### src/rtl/alu_acc_ctrl_pkg.sv
// alu_acc_ctrl_pkg
//   Shared constants for the accumulator command sequencer:
//   data/opcode/command widths, command codes, FSM state encoding and a
//   small decode helper used by the sequencer.
package alu_acc_ctrl_pkg;

  localparam int unsigned DATA_W = 4;
  localparam int unsigned OC_W   = 3;
  localparam int unsigned CMD_W  = 4;

  // Command codes with bit 3 set; bit 3 clear means "ALU op, bits [2:0] = opcode".
  localparam logic [CMD_W-1:0] CMD_LOAD  = 4'b1000;
  localparam logic [CMD_W-1:0] CMD_CLEAR = 4'b1001;
  localparam logic [CMD_W-1:0] CMD_INC   = 4'b1010;
  localparam logic [CMD_W-1:0] CMD_DEC   = 4'b1011;
  localparam logic [CMD_W-1:0] CMD_SHL   = 4'b1100;
  localparam logic [CMD_W-1:0] CMD_SHR   = 4'b1101;
  localparam logic [CMD_W-1:0] CMD_ROL   = 4'b1110;
  localparam logic [CMD_W-1:0] CMD_ROR   = 4'b1111;

  typedef enum logic [1:0] {
    ST_IDLE  = 2'b00,
    ST_EXEC  = 2'b01,
    ST_SHIFT = 2'b10,
    ST_RESP  = 2'b11
  } state_e;

  // Shift and rotate commands all share the 11xx prefix.
  function automatic logic is_shift_cmd(input logic [CMD_W-1:0] op);
    return op[3] & op[2];
  endfunction

  // ALU commands are those with bit 3 clear.
  function automatic logic is_alu_cmd(input logic [CMD_W-1:0] op);
    return ~op[3];
  endfunction

endpackage

### src/rtl/alu_acc_ctrl_shift_down_counter.sv
// shift_down_counter
//   4-bit down-counter that paces multi-cycle shift/rotate commands.
//   Ports:
//     clk, rst_n      clock, asynchronous active-low reset (count -> 0)
//     load, load_val  load the shift count
//     dec             decrement by one (ignored when load is high)
//     is_one          count currently equals 1 (last shift cycle)
module shift_down_counter
  import alu_acc_ctrl_pkg::*;
(
  input  logic              clk,
  input  logic              rst_n,
  input  logic              load,
  input  logic [DATA_W-1:0] load_val,
  input  logic              dec,
  output logic              is_one
);

  logic [DATA_W-1:0] count_q;
  logic [DATA_W-1:0] count_d;

  // Next count: load has priority over decrement, otherwise hold.
  always_comb begin
    count_d = count_q;
    if (load) begin
      count_d = load_val;
    end else if (dec) begin
      count_d = count_q - 4'd1;
    end else begin
      count_d = count_q;
    end
  end

  // Count register.
  always_ff @(posedge clk or negedge rst_n) begin
    if (!rst_n) begin
      count_q <= 4'd0;
    end else begin
      count_q <= count_d;
    end
  end

  assign is_one = (count_q == 4'd1);

endmodule

### src/rtl/alu_acc_ctrl.sv
// alu_acc_ctrl
//   Command sequencer for an external 4-bit ALU and 4-bit accumulator
//   register. Commands arrive over cmd_valid/cmd_ready, the sequencer drives
//   the ALU opcode/operands and pulses exactly one register control per
//   cycle of execution, then returns the accumulator over rsp_valid/rsp_ready.
//
//   Ports:
//     clk, rst_n                 clock, asynchronous active-low reset
//     cmd_valid/cmd_ready        command handshake; cmd_op, cmd_operand payload
//     rsp_valid/rsp_ready        response handshake; rsp_data = accumulator
//     alu_oc, alu_a, alu_b       ALU opcode and operands; alu_f ALU result
//     reg_cl..reg_il, reg_in     register controls and parallel load data
//     reg_out                    current accumulator value
//     rsp_zero, rsp_msb          result flags (only with ALU_ACC_CTRL_FLAGS_EN)
//
//   Build option: define ALU_ACC_CTRL_FLAGS_EN to add the rsp_zero/rsp_msb
//   outputs. Without it those ports are absent and behaviour is unchanged.
module alu_acc_ctrl
  import alu_acc_ctrl_pkg::*;
(
  input  logic              clk,
  input  logic              rst_n,
  input  logic              cmd_valid,
  output logic              cmd_ready,
  input  logic [CMD_W-1:0]  cmd_op,
  input  logic [DATA_W-1:0] cmd_operand,
  output logic              rsp_valid,
  input  logic              rsp_ready,
  output logic [DATA_W-1:0] rsp_data,
`ifdef ALU_ACC_CTRL_FLAGS_EN
  output logic              rsp_zero,
  output logic              rsp_msb,
`endif
  output logic [OC_W-1:0]   alu_oc,
  output logic [DATA_W-1:0] alu_a,
  output logic [DATA_W-1:0] alu_b,
  input  logic [DATA_W-1:0] alu_f,
  output logic              reg_cl,
  output logic              reg_ld,
  output logic              reg_inc,
  output logic              reg_dec,
  output logic              reg_sr,
  output logic              reg_ir,
  output logic              reg_sl,
  output logic              reg_il,
  output logic [DATA_W-1:0] reg_in,
  input  logic [DATA_W-1:0] reg_out
);

  state_e            state_q;
  state_e            state_d;
  logic [CMD_W-1:0]  op_q;
  logic [CMD_W-1:0]  op_d;
  logic [DATA_W-1:0] opnd_q;
  logic [DATA_W-1:0] opnd_d;

  logic accept_s;
  logic cnt_load_s;
  logic cnt_dec_s;
  logic cnt_is_one_s;

  shift_down_counter u_cnt (
    .clk      (clk),
    .rst_n    (rst_n),
    .load     (cnt_load_s),
    .load_val (cmd_operand),
    .dec      (cnt_dec_s),
    .is_one   (cnt_is_one_s)
  );

  // Next-state, command capture and counter control.
  always_comb begin
    state_d    = state_q;
    op_d       = op_q;
    opnd_d     = opnd_q;
    cnt_load_s = 1'b0;
    cnt_dec_s  = 1'b0;
    accept_s   = cmd_valid && (state_q == ST_IDLE);

    case (state_q)
      ST_IDLE: begin
        if (accept_s) begin
          op_d   = cmd_op;
          opnd_d = cmd_operand;
          if (is_shift_cmd(cmd_op)) begin
            // A zero shift count touches nothing and answers immediately.
            if (cmd_operand == 4'd0) begin
              state_d = ST_RESP;
            end else begin
              state_d    = ST_SHIFT;
              cnt_load_s = 1'b1;
            end
          end else begin
            state_d = ST_EXEC;
          end
        end else begin
          state_d = ST_IDLE;
        end
      end
      ST_EXEC: begin
        state_d = ST_RESP;
      end
      ST_SHIFT: begin
        // The counter still holds the remaining shifts including this one.
        cnt_dec_s = 1'b1;
        if (cnt_is_one_s) begin
          state_d = ST_RESP;
        end else begin
          state_d = ST_SHIFT;
        end
      end
      ST_RESP: begin
        if (rsp_ready) begin
          state_d = ST_IDLE;
        end else begin
          state_d = ST_RESP;
        end
      end
      default: begin
        state_d = ST_IDLE;
      end
    endcase
  end

  // State and latched command registers.
  always_ff @(posedge clk or negedge rst_n) begin
    if (!rst_n) begin
      state_q <= ST_IDLE;
      op_q    <= 4'd0;
      opnd_q  <= 4'd0;
    end else begin
      state_q <= state_d;
      op_q    <= op_d;
      opnd_q  <= opnd_d;
    end
  end

  // Datapath drive: ALU operands, one register control per active cycle, response.
  always_comb begin
    cmd_ready = (state_q == ST_IDLE);
    rsp_valid = 1'b0;
    rsp_data  = 4'd0;
    alu_oc    = is_alu_cmd(op_q) ? op_q[2:0] : 3'b000;
    alu_a     = reg_out;
    alu_b     = opnd_q;
    reg_cl    = 1'b0;
    reg_ld    = 1'b0;
    reg_inc   = 1'b0;
    reg_dec   = 1'b0;
    reg_sr    = 1'b0;
    reg_ir    = 1'b0;
    reg_sl    = 1'b0;
    reg_il    = 1'b0;
    reg_in    = 4'd0;

    case (state_q)
      ST_EXEC: begin
        case (op_q)
          CMD_LOAD: begin
            reg_ld = 1'b1;
            reg_in = opnd_q;
          end
          CMD_CLEAR: reg_cl  = 1'b1;
          CMD_INC:   reg_inc = 1'b1;
          CMD_DEC:   reg_dec = 1'b1;
          default: begin
            // Shift codes never reach EXEC; everything else is an ALU op.
            if (is_alu_cmd(op_q)) begin
              reg_ld = 1'b1;
              reg_in = alu_f;
            end else begin
              reg_ld = 1'b0;
            end
          end
        endcase
      end
      ST_SHIFT: begin
        case (op_q)
          CMD_SHL: reg_sl = 1'b1;
          CMD_SHR: reg_sr = 1'b1;
          CMD_ROL: begin
            // Rotation feeds the bit leaving the register back in.
            reg_sl = 1'b1;
            reg_il = reg_out[3];
          end
          CMD_ROR: begin
            reg_sr = 1'b1;
            reg_ir = reg_out[0];
          end
          default: reg_sl = 1'b0;
        endcase
      end
      ST_RESP: begin
        // Register is idle here, so reg_out (and therefore rsp_data) is stable.
        rsp_valid = 1'b1;
        rsp_data  = reg_out;
      end
      default: begin
        rsp_valid = 1'b0;
      end
    endcase
  end

`ifdef ALU_ACC_CTRL_FLAGS_EN
  // Result flags follow rsp_data, which is already forced to zero outside RESP.
  always_comb begin
    rsp_zero = rsp_valid && (rsp_data == 4'd0);
    rsp_msb  = rsp_valid && rsp_data[3];
  end
`endif

endmodule

### config.mk
export PLATFORM = sky130hd
export DESIGN_NAME = alu_acc_ctrl
export DESIGN_NICKNAME = d
export VERILOG_FILES = /design/src/rtl/alu_acc_ctrl_pkg.sv /design/src/rtl/alu_acc_ctrl_shift_down_counter.sv /design/src/rtl/alu_acc_ctrl.sv
export SDC_FILE = /design/constraint.sdc
export NUM_CORES = 1
export LEC_CHECK = 0
export BUFFER_PORTS_ARGS = -buffer_cell sky130_fd_sc_hd__buf_2
export CORE_MARGIN = 1.5
export CORE_UTILIZATION = 30
export CTS_CLUSTER_DIAMETER = 100
export DETAILED_ROUTE_END_ITERATION = 8
export MAX_ROUTING_LAYER = met4
export SLEW_MARGIN = 20
export SYNTH_ARGS = -nofsm -noshare
export SYNTH_HDL_FRONTEND = slang
export SYNTH_SLANG_ARGS = --single-unit
### constraint.sdc
create_clock -name clk -period 1.6 [get_ports clk]
set_input_delay 0.32 -clock clk [delete_from_list [all_inputs] [get_ports clk]]
set_output_delay 0.32 -clock clk [all_outputs]
set_load 0.005 [all_outputs]
==> impl_metrics.ini <==
[sta]
rsz0062_at_grt = true
finalSetupViolations = 15
max_slew.worst_pin.slew_ps = 450
hold_violations = 0
setup_slack_ps = -224
fin_worst_skew_ps = 3.84
period_needed_ps = 1820
slew_viol_final = 0
max_freq_mhz = 548
holdWs_ps = 273
relSlewSlack = 0.697
finalCritPeriodShare = 1.14

[logic_synthesis]
synth_area_leaders = dfrtp_1, mux2_2, nor2b_1, nor2_1, and3_1
yosysUniqueCellTypes = 34
synth_edf_count = 0
syn_area_sq_um = 945
ys_seq_area_frac = 0.371
ys_ff_latch = 14
syn_avg_cell_area_sq_um = 9.54
yosysTopAreaCell = dfrtp_1
yosys_warnings = 0
syn_nets = 121
synth-async-reset-ratio = 1.00
synth_top_area_share = 0.371
synth_flop_cell = dfrtp_1
syn_inst = 99

[route]
viasPerCell = 4.81
initialDrtViolationCount = 43
postRouteAntennaNets = 0
dr.pass1.iters = 4
drc = 0
vias = 991
wirelength_um = 2550
wire_per_inst_um = 12.4

[finish]
final_util = 0.495
syn_to_final_growth_pct = 58.5
layout_common_cells = buf_2, dfrtp_1, buf_4, nor2_1
fillers = 294
finalNonFillerCells = 206
final_common_cell = buf_2
diodes = 0
drive_above_1_share = 0.599
final_area_sq_mm = 0.00150
nNetsFinal = 185

[min_path]
min_from = cmd_op[0]
whs_endpoint = op_q[0]
hold_depth = 2
worst_hold_path_type = in2reg

[placement]
place_hpwl_um = 1930
place_congestion = 0.777
port_buffers = 48
dpl.cell_count = 196
placed_area_sq_mm = 0.00129

[worst_setup_path]
cp_max_fo = 3
reg2reg_slack_ps = -30
path_class = reg2out
reg2reg_depth = 5
required_ps = 1280
cp.arrival_ps = 1500
r2r_end = u_cnt.count_q[1]
end_kind = primary output
startpoint_type = flop
r2r-start = state_q[0]

[global_routing]
grt_pass1_vias = 860
use_met1 = 0.176
grt_use_met2 = 0.246
grt.busiest_layer = met2
grt_util_all_layers = 0.146
antenna_found_initial = 0
gr-usage-met3 = 0.0197
grt_overflow = 0
grt_pass1_wl_um = 3770
grt_max_degree = 15

[run_status]
violations = setup timing
status = finished with violations

[die]
dieWidth_um = 59.1
initial_utilization = 0.312
die-height_um = 59.1
ios = 49
die_area_sq_mm = 0.00349
core_area_sq_mm = 0.00303
num_rows = 20

[job]
drv_cap = 0

[clock_tree]
cts_tree = done
cts_buffers = 3
clk_pin_slew_ps = 90
cts.sinks = 14
htree_levels = 1
cts_root_buf = clkbuf_4
cts.path.max_buffers = 2
insertion_delay_ps = 290

[pwr]
ir_worst_vdd_v = 0.000629
leakage_uw = 0.000761
cellPowerDensity_mw_per_mm2 = 1700
power.total_uw = 2550
[registers in the layout, indices dropped and copies added (netlist names)]
name,flops
u_cnt.count_q,4
alu_b,4
state_q,2
op_q,4
[area by class of cell]
type                    count  area (sq um)  share of cell area
multi-input cells          72           626               0.418
repair buffers             68           415               0.277
flip-flops and latches     14           350               0.234
well taps                  44          55.1              0.0368
clock buffers               4          36.3              0.0242
inverters                   4          15.0              0.0100
[power by group]
group / switching (uW) / internal (uW) / total (uW)
clock network: 124 / 139 / 263
registers: 194 / 534 / 728
logic: 648 / 914 / 1560
total: 966 / 1590 / 2550
[cells by family after synthesis]
logic type / Yosys count / synth area share
DFF: 14 / 0.371
AOI/OAI and AO/OA: 15 / 0.115
buffers and inverters: 13 / 0.0689
and+or+nand+nor: 46 / 0.314
xor gates and xnor gates: 1 / 0.00927
muxes: 8 / 0.0954
adders and majority gates: 2 / 0.0265
[how the worst max path moves through the flow]
stage | start | endpoint | slack, ps | cells past startpoint
4_1_cts | state_q[1] | reg_cl | -220 | 4
2_1_floorplan | state_q[1] | reg_cl | 30 | 3
3_5_place_dp | state_q[1] | reg_cl | -10 | 4
3_3_place_gp | state_q[1] | reg_cl | 2 | 4
5_1_grt | op_q[3] | reg_in[3] | -300 | 6
6_report | state_q[1] | reg_cl | -220 | 4
[Yosys cell counts (2+ instances only)]
cell type and n:
nor3b_1 3, buf_4 4, nand3_1 2, inv_1 4, and2_1 2, nor2_1 11, o21ai_0 2, nand2_1 2
and3_1 6, nor2b_1 9, a21oi_1 6, dfrtp_1 14, ha_1 2, a221o_1 2, mux2_2 8, clkbuf_1 4
[critical path, cell delays in order (launching register included)]
cell and delay (ps):
dfrtp_1 380, nand2b_4 140, or3b_4 410, nor3b_2 150, buf_2 130
[per-stage QoR]
| step | worst slack, ps | TNS (ps) |
|---|---|---|
| global placement | 2.09 | 0 |
| global route | -296 | -3250 |
| detailed placement | -12.9 | -16.1 |
| finish | -224 | -1870 |
| floorplan | 32.7 | 0 |
| CTS | -224 | -1860 |
[per-layer routing]
| metal | routed length (um) | vias up |
|---|---|---|
| li1 | - | 473 |
| met4 | 29 | 0 |
| met5 | 0 | - |
| met1 | 1170 | 481 |
| met2 | 1240 | 34 |
| met3 | 113 | 3 |
[repair_timing]
item                                    in CTS  in global routing
endpoints found under the setup margin      14                 31
pin swaps                                    1                 11
setup buffers                                2                  3
hold buffers                                 1                  0
hold endpoints to repair                    14                  0
gates resized for setup                     10                 19
Note: power is estimated with default switching activity, not from simulation.
